**src/rtl/screen_draw_sequencer_if.sv**
```systemverilog
// Draw-command handshake between the game-state controller (master) and the
// screen draw sequencer (slave).
interface screen_draw_sequencer_if #(
  parameter int unsigned XW      = 8,
  parameter int unsigned YW      = 7,
  parameter int unsigned SPR_IDW = 4,
  parameter int unsigned COLW    = 3
);
  logic               cmd_valid;
  logic               cmd_ready;
  logic               cmd_op;
  logic [XW-1:0]      cmd_x;
  logic [YW-1:0]      cmd_y;
  logic [SPR_IDW-1:0] cmd_sprite;
  logic [COLW-1:0]    cmd_colour;

  modport master (
    output cmd_valid, cmd_op, cmd_x, cmd_y, cmd_sprite, cmd_colour,
    input  cmd_ready
  );

  modport slave (
    input  cmd_valid, cmd_op, cmd_x, cmd_y, cmd_sprite, cmd_colour,
    output cmd_ready
  );
endinterface

```
**src/rtl/screen_draw_sequencer.sv**
```systemverilog
// Runs one clear-screen or sprite-blit command at a time onto the VGA adapter write port.
// Optional SPRITE_KEY_EN makes sprite pixels equal to KEY_COLOUR transparent.
module screen_draw_sequencer #(
  parameter int unsigned SCREEN_W = 160,
  parameter int unsigned SCREEN_H = 120,
  parameter int unsigned XW       = 8,
  parameter int unsigned YW       = 7,
  parameter int unsigned SPR_DIM  = 16,
  parameter int unsigned SPR_IDW  = 4,
  parameter int unsigned COLW     = 3
`ifdef SPRITE_KEY_EN
  ,
  parameter logic [COLW-1:0] KEY_COLOUR = '0
`endif
) (
  input  logic                                 clk,
  input  logic                                 reset,
  screen_draw_sequencer_if.slave               cmd,
  output logic [SPR_IDW+2*$clog2(SPR_DIM)-1:0] rom_addr,
  input  logic [COLW-1:0]                      rom_data,
  output logic [XW-1:0]                        vga_x,
  output logic [YW-1:0]                        vga_y,
  output logic [COLW-1:0]                      vga_colour,
  output logic                                 vga_plot,
  output logic                                 busy,
  output logic                                 done
);
  localparam int unsigned LW = $clog2(SPR_DIM);
  localparam int unsigned AW = SPR_IDW + 2 * LW;
  localparam logic [XW:0] XLim  = (XW+1)'(SCREEN_W);
  localparam logic [YW:0] YLim  = (YW+1)'(SCREEN_H);
  localparam logic [XW:0] XLast = (XW+1)'(SCREEN_W - 1);
  localparam logic [YW:0] YLast = (YW+1)'(SCREEN_H - 1);

  typedef enum logic [2:0] {StIdle, StClear, StBlit, StFlush, StDone} state_e;

  state_e          state_q, state_d;
  logic [XW:0]     px_q, px_d;
  logic [YW:0]     py_q, py_d;
  logic            pvalid_q, pvalid_d;
  logic            psrc_q, psrc_d;
  logic [AW-1:0]   rom_addr_q, rom_addr_d;
  logic [XW-1:0]   x0_q, x0_d, hx_q, hx_d;
  logic [YW-1:0]   y0_q, y0_d, hy_q, hy_d;
  logic [COLW-1:0] fill_q, fill_d, hcol_q, hcol_d;

  logic [LW-1:0]   col, row;
  logic            inb, keyok, wr;
  logic [COLW-1:0] pix_col;

  always_ff @(posedge clk or posedge reset) begin
    if (reset) begin
      state_q    <= StIdle;
      px_q       <= '0;
      py_q       <= '0;
      pvalid_q   <= 1'b0;
      psrc_q     <= 1'b0;
      rom_addr_q <= '0;
      x0_q       <= '0;
      y0_q       <= '0;
      fill_q     <= '0;
      hx_q       <= '0;
      hy_q       <= '0;
      hcol_q     <= '0;
    end else begin
      state_q    <= state_d;
      px_q       <= px_d;
      py_q       <= py_d;
      pvalid_q   <= pvalid_d;
      psrc_q     <= psrc_d;
      rom_addr_q <= rom_addr_d;
      x0_q       <= x0_d;
      y0_q       <= y0_d;
      fill_q     <= fill_d;
      hx_q       <= hx_d;
      hy_q       <= hy_d;
      hcol_q     <= hcol_d;
    end
  end

  // Output stage: px/py/pvalid hold the pixel presented this cycle; sprite colour arrives from
  // the ROM in the same cycle, so colour and key test are resolved combinationally here.
  always_comb begin
    col = rom_addr_q[LW-1:0];
    row = rom_addr_q[2*LW-1:LW];
    inb = (px_q < XLim) && (py_q < YLim);
`ifdef SPRITE_KEY_EN
    keyok = !psrc_q || (rom_data != KEY_COLOUR);
`else
    keyok = 1'b1;
`endif
    wr      = pvalid_q && inb && keyok;
    pix_col = psrc_q ? rom_data : fill_q;

    vga_plot   = wr;
    vga_x      = wr ? px_q[XW-1:0] : hx_q;
    vga_y      = wr ? py_q[YW-1:0] : hy_q;
    vga_colour = wr ? pix_col : hcol_q;
    rom_addr   = rom_addr_q;
    cmd.cmd_ready = (state_q == StIdle);
    busy       = (state_q != StIdle);
    done       = (state_q == StDone);

    state_d    = state_q;
    px_d       = px_q;
    py_d       = py_q;
    pvalid_d   = 1'b0;
    psrc_d     = psrc_q;
    rom_addr_d = rom_addr_q;
    x0_d       = x0_q;
    y0_d       = y0_q;
    fill_d     = fill_q;
    hx_d       = wr ? px_q[XW-1:0] : hx_q;
    hy_d       = wr ? py_q[YW-1:0] : hy_q;
    hcol_d     = wr ? pix_col : hcol_q;

    unique case (state_q)
      StIdle: begin
        if (cmd.cmd_valid) begin
          x0_d       = cmd.cmd_x;
          y0_d       = cmd.cmd_y;
          fill_d     = cmd.cmd_colour;
          rom_addr_d = {cmd.cmd_sprite, {(2*LW){1'b0}}};
          if (cmd.cmd_op) begin
            state_d = StBlit;
          end else begin
            state_d  = StClear;
            pvalid_d = 1'b1;
            psrc_d   = 1'b0;
            px_d     = '0;
            py_d     = '0;
          end
        end
      end
      StClear: begin
        if (px_q == XLast && py_q == YLast) begin
          state_d = StDone;
        end else begin
          pvalid_d = 1'b1;
          if (px_q == XLast) begin
            px_d = '0;
            py_d = py_q + 1'b1;
          end else begin
            px_d = px_q + 1'b1;
          end
        end
      end
      StBlit: begin
        // Sums are one bit wider so off-screen pixels clip instead of wrapping.
        pvalid_d = 1'b1;
        psrc_d   = 1'b1;
        px_d     = {1'b0, x0_q} + {{(XW+1-LW){1'b0}}, col};
        py_d     = {1'b0, y0_q} + {{(YW+1-LW){1'b0}}, row};
        if (&rom_addr_q[2*LW-1:0]) state_d = StFlush;
        else                       rom_addr_d = rom_addr_q + 1'b1;
      end
      StFlush: state_d = StDone;
      StDone:  state_d = StIdle;
      default: state_d = StIdle;
    endcase
  end
endmodule

```
**src/flat_wrapper.sv**
```systemverilog
// flat-port wrapper written by rule: the top's interface ports become plain ports
module screen_draw_sequencer_flat 
#(
  parameter int unsigned SCREEN_W = 160,
  parameter int unsigned SCREEN_H = 120,
  parameter int unsigned XW       = 8,
  parameter int unsigned YW       = 7,
  parameter int unsigned SPR_DIM  = 16,
  parameter int unsigned SPR_IDW  = 4,
  parameter int unsigned COLW     = 3

)
  (clk, reset, rom_addr, rom_data, vga_x, vga_y, vga_colour, vga_plot, busy, done, cmd_cmd_valid, cmd_cmd_op, cmd_cmd_x, cmd_cmd_y, cmd_cmd_sprite, cmd_cmd_colour, cmd_cmd_ready);
  screen_draw_sequencer_if #(.XW(XW), .YW(YW), .SPR_IDW(SPR_IDW), .COLW(COLW)) cmd_i ();
  input  logic clk;
  input  logic reset;
  output logic [SPR_IDW+2*$clog2(SPR_DIM)-1:0] rom_addr;
  input  logic [COLW-1:0] rom_data;
  output logic [XW-1:0] vga_x;
  output logic [YW-1:0] vga_y;
  output logic [COLW-1:0] vga_colour;
  output logic vga_plot;
  output logic busy;
  output logic done;
  input wire logic [$bits(cmd_i.cmd_valid)-1:0] cmd_cmd_valid;
  input wire logic [$bits(cmd_i.cmd_op)-1:0] cmd_cmd_op;
  input wire logic [$bits(cmd_i.cmd_x)-1:0] cmd_cmd_x;
  input wire logic [$bits(cmd_i.cmd_y)-1:0] cmd_cmd_y;
  input wire logic [$bits(cmd_i.cmd_sprite)-1:0] cmd_cmd_sprite;
  input wire logic [$bits(cmd_i.cmd_colour)-1:0] cmd_cmd_colour;
  output wire logic [$bits(cmd_i.cmd_ready)-1:0] cmd_cmd_ready;
  assign cmd_i.cmd_valid = cmd_cmd_valid;
  assign cmd_i.cmd_op = cmd_cmd_op;
  assign cmd_i.cmd_x = cmd_cmd_x;
  assign cmd_i.cmd_y = cmd_cmd_y;
  assign cmd_i.cmd_sprite = cmd_cmd_sprite;
  assign cmd_i.cmd_colour = cmd_cmd_colour;
  assign cmd_cmd_ready = cmd_i.cmd_ready;
  screen_draw_sequencer #(.SCREEN_W(SCREEN_W), .SCREEN_H(SCREEN_H), .XW(XW), .YW(YW), .SPR_DIM(SPR_DIM), .SPR_IDW(SPR_IDW), .COLW(COLW)) u_core (.clk(clk), .reset(reset), .cmd(cmd_i), .rom_addr(rom_addr), .rom_data(rom_data), .vga_x(vga_x), .vga_y(vga_y), .vga_colour(vga_colour), .vga_plot(vga_plot), .busy(busy), .done(done));
endmodule
```
**config.mk**
```make
export PLATFORM = sky130hd
export DESIGN_NAME = screen_draw_sequencer_flat
export DESIGN_NICKNAME = d
export VERILOG_FILES = /design/src/rtl/screen_draw_sequencer_if.sv /design/src/rtl/screen_draw_sequencer.sv /design/src/flat_wrapper.sv
export SDC_FILE = /design/constraint.sdc
export NUM_CORES = 1
export LEC_CHECK = 0
export BUFFER_PORTS_ARGS = -buffer_cell sky130_fd_sc_hd__clkbuf_2
export CORE_MARGIN = 3
export CORE_UTILIZATION = 50
export CTS_CLUSTER_DIAMETER = 30
export CTS_CLUSTER_SIZE = 24
export DETAILED_ROUTE_END_ITERATION = 6
export GPL_ROUTABILITY_DRIVEN = 1
export PLACE_DENSITY = 0.75
export SLEW_MARGIN = 0
export SYNTH_ARGS = -nofsm -noshare
export SYNTH_HDL_FRONTEND = slang
export SYNTH_SLANG_ARGS = --single-unit
export TNS_END_PERCENT = 100
```
**constraint.sdc**
```tcl
create_clock -name clk -period 1.9 [get_ports clk]
set_input_delay 0 -clock clk [delete_from_list [all_inputs] [get_ports clk]]
set_output_delay 0 -clock clk [all_outputs]
set_load 0.02 [all_outputs]
```
## After elaboration in Yosys (flattened, before gate mapping)

Cells that the tools add are included.

| storage, ports and cells | value |
|---|---|
| word-level logic and storage cells | 75 |
| ROM bits | 0 |
| input port bits | 29 |
| memories | 0 |
| RAM bits | 0 |
| output and inout port bits | 34 |
| latch bits | 0 |
| bits in registers | 70 |

| cells by class | value |
|---|---|
| equality and inequality tests | 13 |
| divide/modulo/power cells | 0 |
| multipliers | 0 |
| add/sub/neg operators | 5 |
| reductions and logical operators | 14 |
| bitwise operators | 0 |
| $lt $le $gt $ge | 2 |
| shift operators | 0 |
| multiplexer cells | 29 |

Operator list:

| kind | number |
|---|---|
| 8-bit 2-to-1 mux | 5 |
| 9-bit 2-to-1 mux | 4 |
| 9-bit case mux with 3 select lines | 1 |
| 12-bit 2-to-1 mux | 2 |
| 12-bit case mux with 2 select lines | 1 |
| 8-bit case mux with 3 select lines | 1 |
| 3-bit 2-to-1 mux | 5 |
| 12-bit by 1-bit adder with 12-bit output (second input constant) | 1 |
| 3-bit case mux with 4 select lines | 1 |
| 8-bit by 4-bit adder with 9-bit output | 1 |
| 9-bit by 1-bit adder with 9-bit output (second input constant) | 1 |
| 9-bit by 8-bit == test with 1-bit output (second input constant) | 1 |
| 9-bit by 8-bit less-than comparator with 1-bit output (second input constant) | 1 |
| 3-bit AND reduction | 3 |
| 7-bit by 4-bit adder with 8-bit output | 1 |
| 8-bit by 1-bit adder with 8-bit output (second input constant) | 1 |
| 8-bit by 7-bit == test with 1-bit output (second input constant) | 1 |
| 8-bit by 7-bit less-than comparator with 1-bit output (second input constant) | 1 |
| 2-bit inequality test (second input constant) | 4 |
| 8-bit AND reduction | 1 |
| 7-bit 2-to-1 mux | 1 |
| 3-bit by 2-bit == test with 1-bit output (second input constant) | 2 |
| 2-bit by 1-bit inequality test with 1-bit output (second input constant) | 3 |
| 3-bit nonzero test | 2 |
| 12 further kinds | 18 |

## Logic depth before layout (Yosys ltp)

Gate-level depths: netlist of the first run.

| logic depth | value |
|---|---|
| word-level depth | 4 |
| gate-level depth with buffers | 8 |
| mapped depth without buffers | 8 |

## Least setup slack after synthesis of the first run

OpenSTA, ideal clock, no wires.

| timing | value |
|---|---|
| path type | flip-flop to flip-flop |
| start | register u_core.rom_addr_q[4] (netlist: u_core.rom_addr[4]) |
| end | register u_core.py_q[6] |
| path slack | -0.200 ns |
| period minus slack after synthesis | 2.100 ns |
| required time | 1.779 ns |
| buffers on the path | 0 |
| library setup time | 0.121 ns |
| arrival | 1.979 ns |
| stages on the path, launching flop included | 9 |
| path through | dfrtp_1 > ha_1 > inv_1 > fa_1 > nand2b_1 > a211oi_1 > xnor2_1 > o32ai_1 > a22o_1 |

| on the way | value |
|---|---|
| word-level cells in the longest chain between the ends | 2 |

Ends and longest elaborated chain:

| what | RTL line | source |
|---|---|---|
| from (decl) | screen_draw_sequencer.sv:42 | `logic [AW-1:0] rom_addr_q, rom_addr_d;` |
| from (signal assigned) | screen_draw_sequencer.sv:71 | `rom_addr_q <= rom_addr_d;` |
| 7-bit by 4-bit adder with 8-bit output | screen_draw_sequencer.sv:153 | `py_d = {1'b0, y0_q} + {{(YW+1-LW){1'b0}}, row};` |
| 8-bit case mux with 3 select lines | screen_draw_sequencer.sv:117 | `unique case (state_q)` |
| to (signal assigned) | screen_draw_sequencer.sv:68 | `py_q <= py_d;` |
| to (decl) | screen_draw_sequencer.sv:39 | `logic [YW:0] py_q, py_d;` |

Every way passes these cells.
A chain may end at the register's enable or synchronous reset.

## Worst setup path in the final report of the first run

| timing | value |
|---|---|
| start | register u_core.px_q[6] |
| end | output vga_colour[2] |

| on the way | value |
|---|---|
| word-level cells in the longest chain between the ends | 4 |

Ends and longest elaborated chain:

| what | RTL line | source |
|---|---|---|
| from (decl) | screen_draw_sequencer.sv:38 | `logic [XW:0] px_q, px_d;` |
| from (signal assigned) | screen_draw_sequencer.sv:67 | `px_q <= px_d;` |
| 9-bit by 8-bit less-than comparator with 1-bit output | screen_draw_sequencer.sv:86 | `inb = (px_q < XLim) && (py_q < YLim);` |
| 1-bit logical AND | screen_draw_sequencer.sv:86 |  |
| 1-bit logical AND | screen_draw_sequencer.sv:92 | `wr = pvalid_q && inb && keyok;` |
| 3-bit 2-to-1 mux | screen_draw_sequencer.sv:98 | `vga_colour = wr ? pix_col : hcol_q;` |
| to (decl) | flat_wrapper.sv:21 | `output logic [COLW-1:0] vga_colour;` |

Every way passes these cells.

==> results of run 1 <==
==> critical path, delay by kind of cell (launching register included) <==
family	cells	cell delay (ns)
buffers and inverters	3	0.47
AND/OR/NAND/NOR	1	0.11
AO/OA/AOI/OAI	3	0.56
flip-flops	1	0.44
==> where the power goes <==
part	switching [mW]	internal, mW	total, mW
clock	0.617	0.474	1.09
combinational	2.79	2.89	5.68
sequential	0.502	2.11	2.61
==> per-layer routing <==
layer / share of wire, % / global-route usage [%] / vias up
met5: 0 / 0 / -
li1: - / - / 1618
met4: 2.4 / 8.547 / 0
met2: 50 / 37.97 / 104
met3: 5.0 / 4.955 / 22
met1: 42 / 29.96 / 1694
==> flip-flops by register name (all words and copies together), names as in the netlist, 7 cells and up <==
register and count:
u_core.x0_q 8, u_core.rom_addr 12, u_core.y0_q 7, u_core.px_q 9
u_core.py_q 8, u_core.hx_q 8, u_core.hy_q 7
==> layout make-up <==
type / count / area, µm² / area share, %
clock buffer: 9 / 123.9 / 2.275
clock inverter: 7 / 50.05 / 0.9193
inverter: 11 / 41.29 / 0.7584
multi-input combinational: 266 / 2126 / 39.05
sequential: 70 / 1758 / 32.29
tap: 99 / 123.9 / 2.275
timing repair buffer: 149 / 1221 / 22.43
==> kinds of logic (layout without fill, tap and decap cells) <==
kind of cell	count (synthesis)	in the layout	synth area share, %
compound gates	85	85	15.51
xor+xnor	13	13	3.015
fa+ha+maj	13	13	4.705
buf+inv	28	176	3.347
flops	70	70	46.39
mux	35	35	10.27
simple gates	120	120	16.77
==> worst min path at each step <==
stage	to	slack, ns	cells past startpoint	startpoint
after floorplan	u_core.x0_q[4]	0.12	2	cmd_cmd_x[4]
after global placement	u_core.rom_addr[2]	0.09	3	reset
after detailed placement	u_core.rom_addr[10]	0.1	3	reset
after CTS	u_core.rom_addr[9]	0.01	3	cmd_cmd_sprite[1]
after global routing	u_core.rom_addr[9]	0.04	3	cmd_cmd_sprite[1]
final	u_core.rom_addr[9]	0.02	3	cmd_cmd_sprite[1]
==> stage by stage <==
| step | cell area [µm²] | setup TNS (ns) |
|---|---|---|
| global route | 5444 | -1.624 |
| finish | 5444 | -0.1180 |
| CTS | 4974 | -0.2940 |
| detailed placement | 4466 | -0.08806 |
| floorplan | 3786 | -0.1730 |
| global placement | 4466 | -0.006725 |
==> Yosys cell counts, types with 3 or more instances <==
library cell and instances:
sky130_fd_sc_hd__a211oi_1 5, sky130_fd_sc_hd__a21o_1 3, sky130_fd_sc_hd__a21oi_1 17, sky130_fd_sc_hd__a22o_1 6, sky130_fd_sc_hd__a31oi_1 5, sky130_fd_sc_hd__and3_1 5
sky130_fd_sc_hd__and4_1 5, sky130_fd_sc_hd__buf_2 11, sky130_fd_sc_hd__clkbuf_1 5, sky130_fd_sc_hd__dfrtp_1 70, sky130_fd_sc_hd__ha_1 11, sky130_fd_sc_hd__inv_1 10
sky130_fd_sc_hd__mux2_2 30, sky130_fd_sc_hd__mux2i_1 5, sky130_fd_sc_hd__nand2_1 29, sky130_fd_sc_hd__nand3_1 11, sky130_fd_sc_hd__nand3b_1 3, sky130_fd_sc_hd__nand4_1 3
sky130_fd_sc_hd__nor2_1 37, sky130_fd_sc_hd__nor2b_1 3, sky130_fd_sc_hd__nor3_1 5, sky130_fd_sc_hd__nor3b_1 5, sky130_fd_sc_hd__o21ai_0 21, sky130_fd_sc_hd__o22a_1 5
sky130_fd_sc_hd__o22ai_1 4, sky130_fd_sc_hd__o32ai_1 3, sky130_fd_sc_hd__xnor2_1 6, sky130_fd_sc_hd__xor2_1 7
==> what timing repair did <==
item                                   in CTS  in global routing
setup endpoints to repair                  18                 34
cloned                                      0                  3
pin swaps                                   5                 12
hold buffers                               25                  0
endpoints found under the hold margin      94                  0
gates resized for setup                    10                105
setup buffers                               6                 14
==> run summary, run 1 <==
### Run status
* finished, violations left — outcome
* setup timing — failing checks

### Finish
* sky130_fd_sc_hd__dfrtp_1 — leading cell type in the layout, fill and taps excluded
* 549 — number of nets in the finished design
* sky130_fd_sc_hd__dfrtp_1 (65), sky130_fd_sc_hd__buf_4 (54), sky130_fd_sc_hd__clkbuf_2 (44) — top library cells by usage in the layout, fill and taps aside
* 611 — final standard cell count with taps included and fillers excluded
* 516 — fill cell total of the finished layout
* 74.66% — Layout Utilization
* 44.17% — synthesis-to-finish area growth
* 0 — antenna cell count
* 41.60% — fraction of layout instances using a drive strength above 1

### Critical path
* 0.44 ns — max incr delay on CP
* u_core.px_q[6] — origin of the worst setup path
* 7 — highest net fanout along the worst path
* 0 ns — reg-to-reg slack, setup
* u_core.px_q[7] — Reg2Reg Capture Point
* 5 — worst-case reg-to-reg path depth
* u_core.px_q[6] — reg-to-reg critical path startpoint
* output port — CP endpoint kind
* vga_colour[2] — worst setup path endpoint
* o21ai_2 > nand3_2 > a21o_4 > clkbuf_16 > buf_12 > o21ai_4 > buf_6 — list of cells traversed by the critical path
* 1.90 ns — critical path data required time
* sky130_fd_sc_hd__dfrtp_1 — cell type of the slowest stage on the worst timing path
* flip-flop to output port — type of the worst setup path
* 1.94 ns — arrival time reported for the critical path endpoint
* flip-flop — Worst setup SP type

### STA
* 0.3870 ns — transition time of the tightest slew-check pin
* 516.0 MHz — Max Freq
* 0.01757 ns — Clock Skews
* -0.03803 ns — worst-case setup margin in the final layout
* 0 — count of final hold-check violations
* 0.02239 ns — worst hold-check slack
* 74.20% — max-slew headroom at the worst pin
* 1.938 ns — clock period minus final worst setup slack
* 102.0% — Final Cycle Share
* 11 — number of setup violations in the final report
* 0 — Pins Over Slew Limit
* true — RSZ-0062 raised after global routing

### Routing
* 3438 — total number of vias
* 0 — DRC violation count after routing
* 0 — residual antenna-violating net count after detailed routing
* 212 — Initial DRC Count
* 5.627 — per-cell via count in the routed design
* 10.26 mm — final routed wirelength across all metal layers
* 16.79 µm — post-DR wirelength/cell
* 4 — drt first pass iters

### Place
* 547 — post-placement cell count
* 6.315 mm — DP HPWL
* 62 — number of input and output port buffers inserted
* 0.8877 — placer's final routability congestion estimate
* -0.08806 ns — DP Worst Slack

### Synth
* sky130_fd_sc_hd__dfrtp_1 — most common flop cell mapped by yosys
* sky130_fd_sc_hd__dfrtp_1 — biggest area consumer among synthesized cells
* 70 — synthesis-stage register bit count
* 56 — number of distinct library cells after synthesis
* 406 — syn_nets
* 0 — count of warnings emitted by yosys
* 100.0% — post-synthesis async set-or-reset flop share
* 10.37 µm² — per-instance average area after synthesis
* 46.39% — Synth top area share
* 364 — Cells after Synth
* sky130_fd_sc_hd__dfrtp_1 (46%), sky130_fd_sc_hd__mux2_2 (8.9%), sky130_fd_sc_hd__nor2_1 (3.7%) — most area-consuming cells after synthesis
* 0.003776 mm² — area of the mapped netlist
* 46.39% — sequential cell area fraction in the yosys report
* 0 — number of enable-type register cells in the synthesized netlist

### Clock network
* 3 — maximum level of the CTS H-tree
* sky130_fd_sc_hd__clkbuf_8 — Clk Tree Root Cell
* 0.36 ns — source-to-sink clock delay at the later pin of the worst-skew pair
* done — clock tree from TritonCTS
* 2 — maximum count of clock buffers along a single path
* 70 — total clock sinks
* 9 — number of buffers created by CTS
* 0.08 ns — clock slew at reported path FFs

### Die
* 0.007292 mm² — Std-Cell Core Area
* 92.91 µm — overall die height
* 31 — row count
* 63 — number of ports placed on the die boundary
* 92.91 µm — die width
* 51.78% — effective utilization at floorplan
* 0.008631 mm² — die area

### Power
* 9.381 mW — overall power after layout
* 984.9 µV — worst vdd rail ir drop
* 2.498 nW — total leakage power
* 1723 mW/mm² — power per cell area

### Global routing
* 0 — overall overflow remaining after global route
* 15.84 mm — wire length of the first global-routing pass
* 23.09% — global-route total usage across every layer
* 0 — antenna violations before repair
* 71 — pin count of the biggest net entering global routing
* 3251 — via count of the first global-routing pass

### Hold path
* primary input to flip-flop — type of the worst min-delay path

### Flow run
* 0 — maxcap violations

Note: power is estimated with default switching activity, not from simulation.
==> run 2: changes to the inputs <==
- TNS_END_PERCENT: 100 -> unset
- clock period: 1.9 -> 1.6 ns (I/O delays scaled with it)
==> run 2 against run 1 <==
Effect of this change:
- the flow finishes with violations (hold timing, setup timing)
- clock-buffer cell count grew 3
- first-iteration DRC count grew 27%
- critical path depth shrank 1
- routed wire length grew 38%
- cell area grew 15%
- worst setup slack lost 0.42 ns
- combinational power grew 56%
- sequential share of layout area shrank 4.2 points
- utilization grew 11 points
- largest power group unchanged
==> run summary, run 2 (synthesis gave the netlist of run 1 again) <==
### Die
* 92.91 µm — die width
* 63 — number of ports placed on the die boundary
* 0.007292 mm² — Std-Cell Core Area
* 51.78% — effective utilization at floorplan
* 92.91 µm — overall die height
* 31 — row count
* 0.008631 mm² — die area

### Finish
* 65.90% — synthesis-to-finish area growth
* 362 — fill cell total of the finished layout
* sky130_fd_sc_hd__buf_4 — leading cell type in the layout, fill and taps excluded
* 596 — number of nets in the finished design
* sky130_fd_sc_hd__buf_4 (84), sky130_fd_sc_hd__dfrtp_1 (65), sky130_fd_sc_hd__clkbuf_2 (42) — top library cells by usage in the layout, fill and taps aside
* 85.91% — Layout Utilization
* 12 — number of flip-flops in the largest register
* 51.70% — fraction of layout instances using a drive strength above 1
* 658 — final standard cell count with taps included and fillers excluded
* 0 — antenna cell count
* 0.001758 mm² — total area of sequential cells
* 0.002384 mm² — footprint of the multi-input gates

### Routing
* 3953 — total number of vias
* 270 — Initial DRC Count
* 6.008 — per-cell via count in the routed design
* 0 — residual antenna-violating net count after detailed routing
* 5 — drt first pass iters
* 14.14 mm — final routed wirelength across all metal layers
* 21.49 µm — post-DR wirelength/cell
* 0 — DRC violation count after routing

### STA
* 83 — number of setup violations in the final report
* 64.44% — max-slew headroom at the worst pin
* -0.001589 ns — worst hold-check slack
* -0.4551 ns — worst-case setup margin in the final layout
* true — RSZ-0062 raised after global routing
* 0.01578 ns — Clock Skews
* 2.055 ns — clock period minus final worst setup slack
* 0 — Pins Over Slew Limit
* 1 — count of final hold-check violations
* 128.4% — Final Cycle Share
* 486.6 MHz — Max Freq
* 0.5323 ns — transition time of the tightest slew-check pin

### Run status
* finished, violations left — outcome
* hold timing, setup timing — failing checks

### Clock network
* done — clock tree from TritonCTS
* 0.38 ns — source-to-sink clock delay at the later pin of the worst-skew pair
* 2 — maximum count of clock buffers along a single path
* 3 — maximum level of the CTS H-tree
* 70 — total clock sinks
* sky130_fd_sc_hd__clkbuf_8 — Clk Tree Root Cell
* 0.09 ns — clock slew at reported path FFs
* 9 — number of buffers created by CTS

### Hold path
* primary input to flip-flop — type of the worst min-delay path

### Global routing
* 30 — pin count of the biggest net entering global routing
* 0 — overall overflow remaining after global route
* 19.93 mm — wire length of the first global-routing pass
* 29.71% — global-route total usage across every layer
* 0 — antenna violations before repair
* 3932 — via count of the first global-routing pass

### Critical path
* flip-flop — Worst setup SP type
* 3 — highest net fanout along the worst path
* flip-flop — CP endpoint kind
* 2.28 ns — arrival time reported for the critical path endpoint
* flip-flop to flip-flop — type of the worst setup path
* 1.83 ns — critical path data required time

### Place
* 590 — post-placement cell count
* 0.9511 — placer's final routability congestion estimate
* 62 — number of input and output port buffers inserted
* 7.241 mm — DP HPWL

### Power
* 2.965 nW — total leakage power
* 2164 mW/mm² — power per cell area
* 1238 µV — worst vdd rail ir drop

### Flow run
* 0 — maxcap violations

run 2: cell count changes in the layout (fill, tap and decap cells not counted), sizes merged:
cell / before / now
bufinv: 0 / 1
dlygate4sd3: 25 / 21
buf: 77 / 132
clkbuf: 56 / 55
inv: 12 / 10
clkinvlp: 3 / 1
run 2: repair_timing:
item | CTS | global route
hold buffers | 22 | 0
setup endpoints to repair | 69 | 83
buffers inserted | 20 | 10
cloned | 3 | 0
gates resized for setup | 74 | 77
pin swaps | 31 | 22
endpoints found under the hold margin | 40 | 0
run 2: path summary, 6_finish.rpt:
check	slack, ns	startpoint	end	cells past startpoint
worst min-delay path	-0.002	cmd_cmd_sprite[1]	u_core.rom_addr[9]	3
worst max register to register	-0.46	u_core.rom_addr[2]	u_core.px_q[5]	6
worst min register to register	0.51	u_core.hx_q[7]	u_core.hx_q[7]	2
worst max-delay path	-0.46	u_core.rom_addr[2]	u_core.px_q[5]	6
min in group asynchronous	0.21	reset	u_core.y0_q[5]	3
max in group asynchronous	0.75	reset	u_core.hx_q[2]	4
run 2: critical path, stage by stage, from the launching register on:
cell	delay, ns
sky130_fd_sc_hd__dfrtp_1	0.44
sky130_fd_sc_hd__ha_1	0.34
sky130_fd_sc_hd__o21ai_0	0.14
sky130_fd_sc_hd__o21bai_1	0.33
sky130_fd_sc_hd__a21oi_1	0.19
sky130_fd_sc_hd__a31oi_1	0.30
sky130_fd_sc_hd__o311ai_1	0.16
run 2: power by group:
group	internal (mW)	total, mW	switching [mW]
Combinational	4.71	8.87	4.16
Clock	0.798	1.51	0.713
Sequential	2.51	3.18	0.668
run 2: metrics by stage:
stage / setup slack, ns / TNS (ns) / cell area [µm²] / power [mW]
2_1_floorplan: -0.3007 / -2.047 / 4063 / 7.052
3_3_place_gp: -0.2210 / -2.114 / 4994 / 8.963
3_5_place_dp: -0.2760 / -3.518 / 4994 / 9.161
4_1_cts: -0.3740 / -11.79 / 5961 / 12.21
5_1_grt: -0.4699 / -21.22 / 6265 / 14.15
6_report: -0.4551 / -17.07 / 6265 / 13.56
run 2: metal layers:
layer  track usage (%)  routed length [µm]  vias to the layer above
met1             37.16                5373                     1891
met2             49.97                7039                      267
li1                  -                   -                     1718
met5                 0                   0                        -
met4             13.55                 784                        0
met3             5.280                 943                       77
run 2: layout make-up:
| class | count | area share, % |
|---|---|---|
| well taps | 99 | 1.977 |
| clock buffers | 12 | 2.477 |
| repair buffers | 196 | 27.96 |
| inverters | 11 | 0.7589 |
| flip-flops and latches | 70 | 28.06 |
| multi-input cells | 266 | 38.05 |
| clock inverters | 4 | 0.7190 |
